$ cat config.mk
export PLATFORM = sky130hd
export DESIGN_NAME = if_id_stage
export DESIGN_NICKNAME = d
export VERILOG_FILES = /design/src/rtl/if_pkg.sv /design/src/rtl/if_skid_buf.sv /design/src/rtl/if_id_stage.sv
export SDC_FILE = /design/constraint.sdc
export NUM_CORES = 1
export LEC_CHECK = 0
export CORE_MARGIN = 3
export CORE_UTILIZATION = 45
export DETAILED_ROUTE_END_ITERATION = 8
export DONT_BUFFER_PORTS = 1
export GPL_TIMING_DRIVEN = 0
export MAX_ROUTING_LAYER = met4
export PLACE_DENSITY = 0.68
export REMOVE_ABC_BUFFERS = 1
export SYNTH_ARGS = -nofsm -noshare
export SYNTH_HDL_FRONTEND = slang
export SYNTH_SLANG_ARGS = --single-unit
$ cat constraint.sdc
create_clock -name clk_i -period 6.2 [get_ports clk_i]
set_clock_uncertainty 0.1 [all_clocks]
set_input_delay 1.24 -clock clk_i [delete_from_list [all_inputs] [get_ports clk_i]]
set_output_delay 1.24 -clock clk_i [all_outputs]
set_load 0.03 [all_outputs]
$ cat src/rtl/if_pkg.sv
// Shared types and constants for the IF/ID fetch front end.
package if_pkg;

    localparam int unsigned PC_INC      = 4;
    localparam logic [31:0] DEFAULT_NOP = 32'h0000_0000;

    typedef enum logic [1:0] {
        IDLE  = 2'd0,
        FETCH = 2'd1,
        STALL = 2'd2
    } state_t;

endpackage

$ cat src/rtl/if_skid_buf.sv
// One-entry holding register for an instruction/pc+4 pair that was
// acknowledged by memory while decode was stalled.
module if_skid_buf
    import if_pkg::*;
#(
    parameter int ADDR_W  = 32,
    parameter int INSTR_W = 32
) (
    input  logic               clk_i,
    input  logic               rst_i,
    input  logic               load_i,
    input  logic               drain_i,
    input  logic               clear_i,
    input  logic [INSTR_W-1:0] instr_i,
    input  logic [ADDR_W-1:0]  pc_plus4_i,
    output logic [INSTR_W-1:0] instr_o,
    output logic [ADDR_W-1:0]  pc_plus4_o,
    output logic               full_o
);

    logic [INSTR_W-1:0] instr_q;
    logic [ADDR_W-1:0]  pc_plus4_q;
    logic               full_q;

    // NOTE: sequential state is always written with <= so every register
    // samples its inputs from before the edge, independent of block order.
    always_ff @(posedge clk_i or posedge rst_i) begin
        if (rst_i) begin
            full_q <= 1'b0;
        end else if (clear_i || drain_i) begin
            full_q <= 1'b0;
        end else if (load_i) begin
            full_q <= 1'b1;
        end
    end

    // NOTE: the payload is qualified by full_q, so it needs no reset;
    // only the control flag is reset.
    always_ff @(posedge clk_i) begin
        if (load_i) begin
            instr_q    <= instr_i;
            pc_plus4_q <= pc_plus4_i;
        end
    end

    assign instr_o    = instr_q;
    assign pc_plus4_o = pc_plus4_q;
    assign full_o     = full_q;

endmodule

$ cat src/rtl/if_id_stage.sv
// Fetch front end: PC register, instruction-memory handshake and IF/ID register.
// Optional stall/flush performance counters are enabled with IF_PERF_CNT_EN.
module if_id_stage
    import if_pkg::*;
#(
    parameter int                 ADDR_W    = 32,
    parameter int                 INSTR_W   = 32,
    parameter logic [ADDR_W-1:0]  RESET_PC  = 32'h0000_0000,
    parameter logic [INSTR_W-1:0] NOP_INSTR = DEFAULT_NOP
) (
    input  logic               clk_i,
    input  logic               rst_i,
    input  logic               start_i,
    input  logic               pc_stall_i,
    input  logic               stallHold_i,
    input  logic               flush_i,
    input  logic [ADDR_W-1:0]  branch_target_i,
    output logic               imem_req_o,
    output logic [ADDR_W-1:0]  imem_addr_o,
    input  logic               imem_ack_i,
    input  logic [INSTR_W-1:0] imem_data_i,
    output logic [INSTR_W-1:0] instr_o,
    output logic [ADDR_W-1:0]  pc_plus4_o,
`ifdef IF_PERF_CNT_EN
    output logic               valid_o,
    output logic [31:0]        stall_cnt_o,
    output logic [31:0]        flush_cnt_o
`else
    output logic               valid_o
`endif
);

    state_t             state;
    logic [ADDR_W-1:0]  pc;
    logic [ADDR_W-1:0]  pc_next_seq;
    logic [ADDR_W-1:0]  redir_tgt;
    logic               redir_pend;
    logic               stall;

    logic               skid_load;
    logic               skid_drain;
    logic               skid_clear;
    logic [INSTR_W-1:0] skid_instr;
    logic [ADDR_W-1:0]  skid_pc_plus4;
    logic               skid_full;

    assign stall       = pc_stall_i | stallHold_i;
    assign pc_next_seq = pc + ADDR_W'(PC_INC);

    // A word acknowledged during a pending redirect is from the wrong path
    // and must never reach the skid buffer.
    assign skid_load  = (state == FETCH) && imem_ack_i && stall && !flush_i && !redir_pend;
    assign skid_drain = (state == STALL) && !stall && !flush_i;
    assign skid_clear = (state == STALL) && flush_i;

    assign imem_req_o  = (state == FETCH);
    assign imem_addr_o = pc;

    if_skid_buf #(
        .ADDR_W  (ADDR_W),
        .INSTR_W (INSTR_W)
    ) u_skid (
        .clk_i      (clk_i),
        .rst_i      (rst_i),
        .load_i     (skid_load),
        .drain_i    (skid_drain),
        .clear_i    (skid_clear),
        .instr_i    (imem_data_i),
        .pc_plus4_i (pc_next_seq),
        .instr_o    (skid_instr),
        .pc_plus4_o (skid_pc_plus4),
        .full_o     (skid_full)
    );

    always_ff @(posedge clk_i or posedge rst_i) begin
        if (rst_i) begin
            state      <= IDLE;
            pc         <= RESET_PC;
            redir_tgt  <= RESET_PC;
            redir_pend <= 1'b0;
            instr_o    <= NOP_INSTR;
            pc_plus4_o <= '0;
            valid_o    <= 1'b0;
        end else begin
            case (state)
                IDLE: begin
                    if (start_i) begin
                        state <= FETCH;
                    end
                end

                FETCH: begin
                    if (flush_i) begin
                        instr_o    <= NOP_INSTR;
                        pc_plus4_o <= '0;
                        valid_o    <= 1'b0;
                        if (imem_ack_i) begin
                            pc         <= branch_target_i;
                            redir_pend <= 1'b0;
                        end else begin
                            // Keep the outstanding address stable until memory answers.
                            redir_tgt  <= branch_target_i;
                            redir_pend <= 1'b1;
                        end
                    end else if (redir_pend) begin
                        if (imem_ack_i) begin
                            pc         <= redir_tgt;
                            redir_pend <= 1'b0;
                        end
                    end else if (imem_ack_i) begin
                        if (stall) begin
                            state <= STALL;
                        end else begin
                            instr_o    <= imem_data_i;
                            pc_plus4_o <= pc_next_seq;
                            valid_o    <= 1'b1;
                            pc         <= pc_next_seq;
                        end
                    end
                end

                STALL: begin
                    if (flush_i) begin
                        instr_o    <= NOP_INSTR;
                        pc_plus4_o <= '0;
                        valid_o    <= 1'b0;
                        pc         <= branch_target_i;
                        state      <= FETCH;
                    end else if (!stall) begin
                        instr_o    <= skid_instr;
                        pc_plus4_o <= skid_pc_plus4;
                        valid_o    <= skid_full;
                        pc         <= pc_next_seq;
                        state      <= FETCH;
                    end
                end

                default: begin
                    state <= IDLE;
                end
            endcase
        end
    end

`ifdef IF_PERF_CNT_EN
    always_ff @(posedge clk_i or posedge rst_i) begin
        if (rst_i) begin
            stall_cnt_o <= '0;
            flush_cnt_o <= '0;
        end else begin
            if ((state != IDLE) && stall && (stall_cnt_o != 32'hFFFF_FFFF)) begin
                stall_cnt_o <= stall_cnt_o + 32'd1;
            end
            if ((state != IDLE) && flush_i && (flush_cnt_o != 32'hFFFF_FFFF)) begin
                flush_cnt_o <= flush_cnt_o + 32'd1;
            end
        end
    end
`endif

endmodule
---- Word level (Yosys, flattened, before mapping) ----
Index checks and enable logic that the tools add are counted.
storage, ports and cells
  flip-flop bits (word level) ............. 197
  output and inout bits ................... 98
operators by class
  $add $sub $neg .......................... 1
  eq/ne operators ......................... 11
  multiplexer cells ....................... 42
  bitwise gates (word level) .............. 2
  reductions and logical operators ........ 18
operators with widths
  kind                                                                     count
  32-bit 2-to-1 mux                                                        19
  32-bit one-hot mux with 2 select lines                                   3
  32-bit by 3-bit adder with 32-bit output, second input constant          1
  2-bit 2-to-1 mux                                                         7
  1-bit 2-to-1 mux                                                         11
  3-bit inequality test, second input constant                             3
  1-bit logical AND                                                        7
  2-bit inequality test, second input constant                             3
  2-bit one-hot mux with 3 select lines                                    1
  6-bit AND reduction                                                      1
  5-bit AND reduction                                                      1
  2-bit by 1-bit inequality test with 1-bit output, second input constant  2
  2-bit nonzero test                                                       2
  1-bit logical NOT                                                        3
  3-bit by 2-bit inequality test with 1-bit output, second input constant  1
  3-bit AND reduction                                                      1
  2-bit by 1-bit == test with 1-bit output, second input constant          1
  2-bit == test, second input constant                                     1
  2-bit logical NOT                                                        1
  1-bit one-hot mux with 2 select lines                                    1
  2-bit AND reduction                                                      1
  1-bit logical OR                                                         1
  1-bit NOT                                                                1
  1-bit bitwise OR                                                         1

---- Depth between registers and ports, before layout ----
  depth in word-level cells ............... 7
  gate-level depth with buffers ........... 8

---- Hierarchy ----
A second synthesis with hierarchy kept.
second synthesis, totals
  cell total of the unflattened synthesis .. 849
  area, all modules ....................... 9,367.7 um2
modules (own cells, without submodules)
  module       times used  cells each  area each (um2)
  if_id_stage  1           781         7,403.4
  if_skid_buf  1           68          1,964.4

---- Least setup slack after synthesis ----
OpenSTA, ideal clock, no wires.
  kind .................................... input port to flip-flop
  start point ............................. input port stallHold_i
  end point ............................... register u_skid.instr_q[0], in the netlist u_skid.instr_o[0], enable pin
  library setup time ...................... 0.487 ns
  data arrival time ....................... 4.390 ns
  required time ........................... 5.613 ns
  setup slack ............................. 1.223 ns
  cell stages on the path ................. 4
  buffers on the path ..................... 1
  cells stage by stage .................... or2_2 clkbuf_1 nand2_1 nor2_1
on the way
  longest elaborated chain between the ends .. 4
RTL lines
  element                         line               source
  from (decl)                     if_id_stage.sv:15  input logic stallHold_i,
  1-bit bitwise OR                if_id_stage.sv:47  assign stall = pc_stall_i | stallHold_i;
  1-bit logical AND (3 in a row)  if_id_stage.sv:52  assign skid_load = (state == FETCH) && imem_ack_i && stall && !flush_i && !redir_pend;
  named net skid_load             if_id_stage.sv:40  logic skid_load;
  to (signal assigned)            if_skid_buf.sv:41  instr_q <= instr_i;
  to (decl)                       if_skid_buf.sv:21  logic [INSTR_W-1:0] instr_q;
The timed path passes the listed nets, and every way through them passes these cells.
A chain may end at the register's enable or synchronous reset.

---- Final worst setup path ----
  start point ............................. register state[0]
  end point ............................... register pc_plus4_o[29]
on the way
  longest elaborated chain between the ends .. 3
  elaborated cells between the ends (all ways) .. 9
  those cells by class .................... 6 x eq/ne; 1 x mux; 2 x reduce/logical
RTL lines
  element                                                         line                source
  from (decl)                                                     if_id_stage.sv:33   state_t state;
  from (signal assigned)                                          if_id_stage.sv:77   state <= IDLE;
  from (signal assigned)                                          if_id_stage.sv:88   state <= FETCH;
  from (signal assigned)                                          if_id_stage.sv:112  state <= STALL;
  2-bit by 1-bit == test with 1-bit output *                      --
  named net imem_req_o                                            if_id_stage.sv:18   output logic imem_req_o,
  3-bit inequality test (no source line) (tied with other cells)  --
  5-bit AND reduction (no source line)                            --
  to (signal assigned)                                            if_id_stage.sv:115  pc_plus4_o <= pc_next_seq;
  to (signal assigned)                                            if_id_stage.sv:131  pc_plus4_o <= skid_pc_plus4;
  to (decl)                                                       if_id_stage.sv:23   output logic [ADDR_W-1:0] pc_plus4_o,
The timed path passes the listed nets; every way through them passes the cells marked *.

==> reports/results.md <==
• **outcome** finished, final reports clean
• **initial detailed-routing violation count** 398
• **sum of met3 wire segment lengths after detailed routing** 1990 um
• **final routed wire length divided by cell count** 22.3 um
• **cell types occupying the most area after synthesis** sky130_fd_sc_hd__dfrtp_1 (35%), sky130_fd_sc_hd__edfxtp_1 (20%), sky130_fd_sc_hd__mux2i_1 (4.7%)
• **fraction of layout cells with a size suffix above 1** 11.6%
• **main combinational cell family by area after synthesis** compound AO/OA/AOI/OAI gates
• **area added between synthesis and finish** 9.29%
• **highest metal layer with signal wires** met4
• **final hold violation count** 0
• **Worst Setup EP** pc_plus4_o[29]
• **power density over cell area** 483 nW/um^2
• **number of synthesized flops with an enable pin** 64
• **distinct cell type count after synthesis** 64
• **post-CTS clock slew at the launch and capture registers of the worst setup and hold paths** 0.07 ns
• **most frequent cells after synthesis** sky130_fd_sc_hd__dfrtp_1 (133), sky130_fd_sc_hd__nand2_1 (86), sky130_fd_sc_hd__edfxtp_1 (64)
• **highest fanout seen on the critical path** 29
• **number of setup buffers added after CTS** 0
• **end of the worst register-to-register path** pc_plus4_o[29]
• **GPL Wtd Cong** 0.838
• **Most used DFF post-synth** sky130_fd_sc_hd__dfrtp_1
• **xor/xnor share of the synthesized area** 2.33%
• **Final Cycle Share** 68.3%
• **clock tree sinks** 197
• **element type at the critical path start** flop
• **adder and majority cell fraction of the synthesized area** 0.133%
• **overall via count from detail_route** 6632
• **cell depth of the worst flop-to-flop path** 5
• **met1 routed wirelength after detailed routing** 10600 um
• **synthesized cell area** 9410 sq um
• **number of standard cells in the final layout excluding fillers** 1092
• **clock latency reported for the late side of the worst-skew pair** 0.43 ns
• **Pins Over Slew Limit** 0
• **Std-Cell Rows** 52
• **y dimension of the die** 151 um
• **max-cap violation count** 0
• **vias in the first global route** 6400
• **metal2 WL** 11400 um
• **synthesis warning total** 0
• **Tot Pwr** 4.97 mW
• **Async S/R FF share, synth** 67.5%
• **most repeated cell in the gate-level netlist after synthesis** sky130_fd_sc_hd__dfrtp_1
• **Fill cells** 1765
• **average instance area after synthesis** 11.1 sq um
• **register-to-register setup slack** 1.96 ns
• **sequential share of the synthesized area** 55.8%
• **core area** 20400 sq um
• **gate count after technology mapping** 848
• **Boundary Pins** 169
• **number of gates resized after cts** 0
• **required time at the endpoint of the critical path** 6.47 ns
• **TritonCTS buffer count** 17
• **global routing usage summed across all routing layers** 21.9%
• **area of all placed cells without fillers** 10300 sq um
• **clock tree from TritonCTS** done
• **class of the most critical setup path** reg -> reg
• **total wire length after detailed routing** 24400 um
• **leakage** 4.25 nW
• **type of the worst min-delay path** reg -> reg
• **area post-placement** 9660 sq um
• **maximum operating frequency** 236 MHz
• **mux share of post-synthesis cell area** 8.51%
• **post-synth top area cell** sky130_fd_sc_hd__dfrtp_1
• **setup-violating endpoint count in the final report** 0
• **antenna violations before repair** 0
• **root buffer cell** sky130_fd_sc_hd__clkbuf_16
• **area share of and/or/nand/nor cells after synthesis** 12.8%
• **Post-CTS Hold Buffers** 0
• **IO buf count** 0
• **die footprint** 22700 sq um
• **DRT Pass-1 Iters** 5
• **half-perimeter wire length after detailed placement** 16000 um
• **clock period minus final worst setup slack** 4.24 ns
• **wire length of the first global-routing pass** 37400 um
• **nature of the critical path endpoint** flop
• **RSZ-0062 raised after global routing** no
• **final net count** 881
• **Max Buffers Root-to-Sink** 2
• **starting density of the core** 46.2%
• **transition time at the pin with the least slew margin** 1.16 ns
• **VDD IR max** 0.000203 V
• **Compound-Gate Fraction of Synth Area** 16.6%
• **area fraction of the dominant cell type after synthesis** 35.4%
• **Die Wd** 151 um
• **Placed Cells** 1059
• **antenna cell count** 0
• **count of antenna-violating nets left after detailed routing** 0
• **pin count of the biggest net entering global routing** 94
• **critical path data arrival time** 4.51 ns
• **total DRC errors in the routed layout** 0
• **Vias/cell** 6.07
• **CP startpoint** state[0]
• **startpoint of the worst-slack reg-to-reg timing path** state[0]
• **total congestion overflow** 0
• **remaining max-slew budget at the tightest pin** 22.4%
• **deepest level of the CTS H-tree** 4
• **sum of negative setup slack** 0 ns
• **synthesized flop and latch total** 197
layout by cell type (no fill, tap or decap), types with 5 or more instances in the layout:
cell,n
sky130_fd_sc_hd__a211oi_1,10
sky130_fd_sc_hd__a21o_1,9
sky130_fd_sc_hd__a21oi_1,18
sky130_fd_sc_hd__a221o_1,5
sky130_fd_sc_hd__a221oi_1,9
sky130_fd_sc_hd__a22o_1,12
sky130_fd_sc_hd__a31oi_1,14
sky130_fd_sc_hd__and2_1,13
sky130_fd_sc_hd__and3_1,15
sky130_fd_sc_hd__clkbuf_16,17
sky130_fd_sc_hd__dfrtp_1,133
sky130_fd_sc_hd__edfxtp_1,64
sky130_fd_sc_hd__inv_1,15
sky130_fd_sc_hd__mux2_2,32
sky130_fd_sc_hd__mux2i_1,44
sky130_fd_sc_hd__nand2_1,86
sky130_fd_sc_hd__nand3_1,15
sky130_fd_sc_hd__nand4_1,13
sky130_fd_sc_hd__nor2_1,44
sky130_fd_sc_hd__nor3_1,18
sky130_fd_sc_hd__nor4_1,6
sky130_fd_sc_hd__o21ai_0,50
sky130_fd_sc_hd__o22ai_1,10
sky130_fd_sc_hd__o2bb2ai_1,10
sky130_fd_sc_hd__o31a_1,6
sky130_fd_sc_hd__o31ai_1,38
sky130_fd_sc_hd__or3_1,6
sky130_fd_sc_hd__xnor2_1,16
sky130_fd_sc_hd__xor2_1,9
per-layer routing:
metal	vias up	GRT usage, %
met4	0	5.30
met5	-	-
met2	258	33.6
met1	3247	29.2
met3	38	6.08
li1	3089	-
registers in the layout (all words and copies together) (netlist names):
name,count
imem_addr_o,32
instr_o,32
pc_plus4_o,32
redir_pend,1
redir_tgt,32
state,2
u_skid.full_o,1
u_skid.instr_o,32
u_skid.pc_plus4_o,32
valid_o,1
power by group:
group / leakage, nW / switching, mW / internal, mW
Clock: 0.282 / 0.528 / 0.607
Sequential: 2.27 / 0.926 / 1.77
Combinational: 1.70 / 0.652 / 0.485
stage by stage:
stage	setup slack [ns]	util (%)	hold WS (ns)
detailed placement	1.66	47.4	0.387
CTS	2.06	50.4	0.404
global placement	-0.965	46.4	0.380
finish	1.96	50.5	0.404
global route	1.74	50.5	0.423
floorplan	1.09	-	0.369
cell type report:
cell class | count | area, sq um | area share, %
tap | 270 | 338 | 3.28
clock inverter | 15 | 173 | 1.68
timing repair buffer | 8 | 185 | 1.80
multi-input combinational | 568 | 3840 | 37.4
inverter | 17 | 68.8 | 0.669
clock buffer | 17 | 425 | 4.14
sequential | 197 | 5250 | 51.0
cells by family after synthesis:
logic type                 after synthesis
xor gates and xnor gates                25
DFF                                    197
adders and majority gates                1
and+or+nand+nor                        243
AOI/OAI and AO/OA                      223
muxes                                   76
buffers and inverters                   83
critical path: stages (launching register included):
cell	delay [ns]
sky130_fd_sc_hd__dfrtp_1	0.48
sky130_fd_sc_hd__nor2b_1	0.89
sky130_fd_sc_hd__a21o_1	1.00
sky130_fd_sc_hd__nand2_1	0.61
sky130_fd_sc_hd__nor2_1	0.83
sky130_fd_sc_hd__a221o_1	0.25
worst min path at each step:
stage	from	end	slack [ns]	cells past startpoint
after floorplan	u_skid.full_o	u_skid.full_o	0.37	2
after global routing	redir_tgt[11]	redir_tgt[11]	0.42	1
final	redir_tgt[12]	redir_tgt[12]	0.40	1
after global placement	redir_tgt[2]	redir_tgt[2]	0.38	1
after detailed placement	redir_tgt[9]	redir_tgt[9]	0.39	1
after CTS	redir_tgt[9]	redir_tgt[9]	0.40	1
(Power assumes the default switching activity.)
